===== src/rtl/l2_arbiter.sv =====
// l2_arbiter: shares one L2 cache port between the I-cache and the D-cache.
// One L2 transaction in flight at a time; contention is resolved round-robin.
//
// state   | meaning
// --------+------------------------------------------------------------
// IDLE    | no transaction; sample requests and grant one of them
// SERVE_I | I-cache fill in flight; waits for l2_resp
// SERVE_D | D-cache fill or writeback in flight; waits for l2_resp
module l2_arbiter #(
  parameter int ADDR_W = 32,
  parameter int LINE_W = 256
) (
  input  logic              clk,
  input  logic              rst_n,
  input  logic              icache_read,
  input  logic [ADDR_W-1:0] icache_address,
  output logic [LINE_W-1:0] icache_rdata,
  output logic              icache_resp,
  input  logic              dcache_read,
  input  logic              dcache_write,
  input  logic [ADDR_W-1:0] dcache_address,
  input  logic [LINE_W-1:0] dcache_wdata,
  output logic [LINE_W-1:0] dcache_rdata,
  output logic              dcache_resp,
  output logic              l2_read,
  output logic              l2_write,
  output logic [ADDR_W-1:0] l2_address,
  output logic [LINE_W-1:0] l2_wdata,
  input  logic [LINE_W-1:0] l2_rdata,
  input  logic              l2_resp
);

  typedef enum logic [1:0] {
    IDLE    = 2'd0,
    SERVE_I = 2'd1,
    SERVE_D = 2'd2
  } state_t;

  state_t            state, state_nxt;
  // last_grant: 0 = I-cache, 1 = D-cache
  logic              last_grant, last_grant_nxt;
  logic [ADDR_W-1:0] addr_q, addr_nxt;
  logic [LINE_W-1:0] wdata_q, wdata_nxt;
  logic              write_q, write_nxt;
  logic              i_pend, d_pend;

  assign i_pend = icache_read;
  assign d_pend = dcache_read | dcache_write;

  // State, grant history and latched transaction registers.
  always_ff @(posedge clk or negedge rst_n) begin
    if (!rst_n) begin
      state      <= IDLE;
      last_grant <= 1'b0;
      addr_q     <= '0;
      wdata_q    <= '0;
      write_q    <= 1'b0;
    end else begin
      state      <= state_nxt;
      last_grant <= last_grant_nxt;
      addr_q     <= addr_nxt;
      wdata_q    <= wdata_nxt;
      write_q    <= write_nxt;
    end
  end

  // Grant selection, transaction latching and response routing.
  // The L2 request is decoded from the registered state only, so an
  // asynchronous reset drops it at once and requester inputs cannot
  // disturb a transaction already in flight.
  always_comb begin
    state_nxt      = state;
    last_grant_nxt = last_grant;
    addr_nxt       = addr_q;
    wdata_nxt      = wdata_q;
    write_nxt      = write_q;
    l2_read        = 1'b0;
    l2_write       = 1'b0;
    icache_resp    = 1'b0;
    dcache_resp    = 1'b0;

    case (state)
      IDLE: begin
        // D wins when alone, or when contending and I was granted last.
        if (d_pend && (!i_pend || !last_grant)) begin
          state_nxt      = SERVE_D;
          last_grant_nxt = 1'b1;
          addr_nxt       = dcache_address;
          write_nxt      = dcache_write;
          if (dcache_write) begin
            wdata_nxt = dcache_wdata;
          end
        end else if (i_pend) begin
          state_nxt      = SERVE_I;
          last_grant_nxt = 1'b0;
          addr_nxt       = icache_address;
          write_nxt      = 1'b0;
        end
      end
      SERVE_I: begin
        l2_read     = 1'b1;
        icache_resp = l2_resp;
        if (l2_resp) begin
          state_nxt = IDLE;
        end
      end
      SERVE_D: begin
        l2_read     = !write_q;
        l2_write    = write_q;
        dcache_resp = l2_resp;
        if (l2_resp) begin
          state_nxt = IDLE;
        end
      end
      default: begin
        state_nxt = IDLE;
      end
    endcase
  end

  assign l2_address   = addr_q;
  assign l2_wdata     = wdata_q;
  assign icache_rdata = l2_rdata;
  assign dcache_rdata = l2_rdata;

endmodule


===== config.mk =====
export PLATFORM = sky130hd
export DESIGN_NAME = l2_arbiter
export DESIGN_NICKNAME = d
export VERILOG_FILES = /design/src/rtl/l2_arbiter.sv
export SDC_FILE = /design/constraint.sdc
export NUM_CORES = 1
export LEC_CHECK = 0
export BUFFER_PORTS_ARGS = -buffer_cell sky130_fd_sc_hd__buf_2
export CORE_AREA = 5 5 539 541
export CTS_CLUSTER_SIZE = 10
export DETAILED_ROUTE_END_ITERATION = 8
export DIE_AREA = 0 0 544 546
export PLACE_DENSITY = 0.3
export SLEW_MARGIN = 20
export SYNTH_ARGS = -nofsm -noshare
export SYNTH_HDL_FRONTEND = slang
export SYNTH_SLANG_ARGS = --single-unit

===== constraint.sdc =====
create_clock -name clk -period 3.97 [get_ports clk]
set_clock_uncertainty 0.15 [all_clocks]
set_input_delay 0.5955 -clock clk [delete_from_list [all_inputs] [get_ports clk]]
set_output_delay 0.5955 -clock clk [all_outputs]
set_load 0.01 [all_outputs]

==> impl_metrics.yaml <==
outcome:
  status: "finished clean"
detailed_routing:
  first_pass_iters: 4
  vias: 10800
  routed_via_density: 1.98
  drc: 0
  wl_per_cell_um: 22.5
  final_antenna_net_count: 0
  routed_wl_um: 123000
  drtIter0Drc: 363
placed_design:
  place.gp.congestion: 0.675
  portBuffers: 617
  dpl_worst_slack_ns: 0.804
  hpwl_um: 107000
  place_inst: 5062
  dpl-instance-area_sq_um: 19000
power_and_ir_drop:
  peakVddDrop_v: 0.000318
  internal_power_w: 0.00988
  clockPowerShare: 0.262
  powerDensity_nw_per_um2: 750
  comb_power_share: 0.441
  p_switching_w: 0.00785
  seqPwrFrac: 0.297
  p_sw_frac: 0.443
  leakagePower_nw: 9.43
timing:
  setup_viol: 0
  slew_violations: 0
  fin_ws_ns: 0.899
  finalHoldWorstSlack_ns: 0.121
  post-route-period-util: 0.774
  min_period_ns: 3.07
  tightest_slew_ns: 0.799
  rsz0062_at_grt: "no"
  hold_violations: 0
  clock.fmax_mhz: 326
  setup_tns_ns: 0
  slew_headroom: 0.467
cts:
  post_cts_resized: 0
  cts_root_buf: "clkbuf_16"
  cts_tree: "yes"
  insertion_delay_ns: 0.68
  cts_made_buffers: 49
  cts.reportedPaths.clkPinSlew_ns: 0.07
  clock_path_buffers: 3
  clock_sinks: 292
  cts.htree.levels: 2
  post_cts_buffers: 0
synth:
  synth.cell_area_sq_um: 15200
  yosys-top-cells-area: "dfrtp_1, buf_4, mux2_1"
  netlist_instances: 1218
  synth_area_per_cell_sq_um: 12.5
  yosysWarningCount: 0
  yosys-top-cells-count: "buf_4, dfrtp_1, mux2_1, mux2_2, nand2_1"
  yosysMostFrequentCell: "buf_4"
  ys_ff_latch: 292
  dominantRegCellSynth: "dfrtp_1"
  synth_area_leader_cell: "dfrtp_1"
  netlist.area_leader.share: 0.481
  ys_seq_area_frac: 0.481
  synth_edf_count: 0
  yosys.cell_types.count: 24
  syn-num-nets: 1803
  async_flop_share: 1.00
cells_and_area:
  nNetsFinal: 2230
  multi_input_area_sq_um: 3690
  layout-drive-gt1-share: 0.447
  fin_area_sq_um: 23600
  areaGrowthSynthToFinish_pct: 55.7
  fillCellCount: 33100
  seq_area_sq_um: 7310
  finalNonFillerCells: 5457
global_routing:
  grt_pass1_vias: 11900
  grt_antenna_before_repair: 94
  met1_usage: 0.0792
  grt_max_degree: 81
  grt_pass1_wl_um: 148000
  busiest_layer: "met2"
  use_met3: 0.0772
  grt_util_met2: 0.108
  grt_remaining_overflow: 0
  grt_use_total: 0.0796
floorplanning:
  rows: 196
  num_io_pins: 1386
  fp.dieH_um: 546
  die_w_um: 544
  initial_core_util: 0.0534
  core_area_sq_um: 284000
  die-area_sq_um: 297000
setup_path:
  critPathLaunch: "state[1]"
  cp.arrival_ns: 3.48
  cp.required_ns: 4.38
  path_max_fanout: 80
  endpoint_kind: "flop"
  r2r_slack_ns: 0.90
  regToRegEndpoint: "l2_wdata[10]"
  endpoint: "l2_wdata[10]"
  r2r-start: "state[1]"
  cp-start-kind: "flop"
  reg2reg_depth: 7
  worst-setup-path-type: "flop to flop"
hold_path:
  hp-class: "input port to flop"
run:
  cap_violations: 0
-- cell type report --
class	count	area share
repair buffers	926	0.263
clock buffers	68	0.0591
clock inverters	21	0.0115
well taps	3762	0.199
multi-input cells	374	0.156
flip-flops and latches	292	0.309
diodes	12	0.00127
inverters	2	0.000318
-- per-layer routing --
| layer | part of all wire | vias to the layer above |
|---|---|---|
| met2 | 0.37 | 1009 |
| met3 | 0.22 | 443 |
| met4 | 0.058 | 4 |
| met5 | 0.0036 | - |
| met1 | 0.35 | 4944 |
| li1 | - | 4412 |
-- power groups by stage --
stage	combinational, W	sequential (W)	clock, W
after CTS	0.00834	0.00530	0.00505
after global routing	0.00891	0.00549	0.00508
after floorplan	0.00270	0.00598	0
after global placement	0.00801	0.00528	0
after detailed placement	0.00799	0.00533	0
final	0.00781	0.00527	0.00465
-- critical path, cell delays in order (launching register included) --
cell and delay, ns:
dfrtp_1 0.40, inv_1 0.09, ha_1 0.48, nand2_1 0.24
a21oi_4 0.28, buf_4 0.32, buf_12 0.37, mux2_2 0.40
-- worst min path at each step --
stage | from | end | slack (ns) | cells after the start
2_1_floorplan | rst_n | l2_address[0] | 0.15 | 0
3_3_place_gp | l2_wdata[94] | l2_wdata[94] | 0.31 | 1
3_5_place_dp | l2_address[20] | l2_address[20] | 0.32 | 2
4_1_cts | dcache_address[17] | l2_address[17] | 0.001 | 3
5_1_grt | dcache_address[27] | l2_address[27] | 0.06 | 3
6_report | dcache_address[29] | l2_address[29] | 0.12 | 3
-- logic make-up (layout without fill, tap and decap cells) --
logic type	Yosys count	in the layout	share of synthesized area
buffers and inverters	552	1017	0.278
flip-flops	292	292	0.481
multiplexers	288	288	0.211
AO/OA/AOI/OAI	42	42	0.0166
AND/OR/NAND/NOR	41	41	0.0110
adder cells (fa/ha/maj)	3	3	0.00247
other	0	12	0
-- registers in the layout (all words and copies together) (netlist names) --
name and flops:
last_grant 1, state 2, l2_wdata 256, l2_address 32
write_q 1
-- timing repair --
| action | 4_1_cts | 5_1_grt |
|---|---|---|
| hold buffers | 294 | 0 |
| endpoints found under the hold margin | 323 | 0 |
| endpoints found under the setup margin | 0 | 0 |
-- cells in the final DEF (no fill, tap or decap), drive strengths merged, types with 2 or more instances in the layout --
| cell type | netlist | routed |
|---|---|---|
| and2 | 3 | 3 |
| nand2 | 33 | 33 |
| diode | 0 | 12 |
| inv | 2 | 5 |
| mux2i | 32 | 32 |
| clkinv | 0 | 8 |
| nor2 | 2 | 2 |
| buf | 547 | 632 |
| dfrtp | 292 | 292 |
| a21oi | 2 | 2 |
| mux2 | 256 | 256 |
| a21o | 2 | 2 |
| o21ai | 32 | 32 |
| ha | 3 | 3 |
| clkinvlp | 0 | 6 |
| dlygate4sd3 | 0 | 294 |
| nor2b | 2 | 2 |
| bufinv | 0 | 4 |
| a22o | 3 | 3 |
| clkbuf | 3 | 68 |
-- metrics by stage --
stage,power (W),util
final,0.0177,0.0831
after global routing,0.0195,0.0830
after CTS,0.0187,0.0830
after detailed placement,0.0133,0.0668
after global placement,0.0133,0.0668
after floorplan,0.00869,-
No activity file was read; power rests on OpenSTA's default activity.
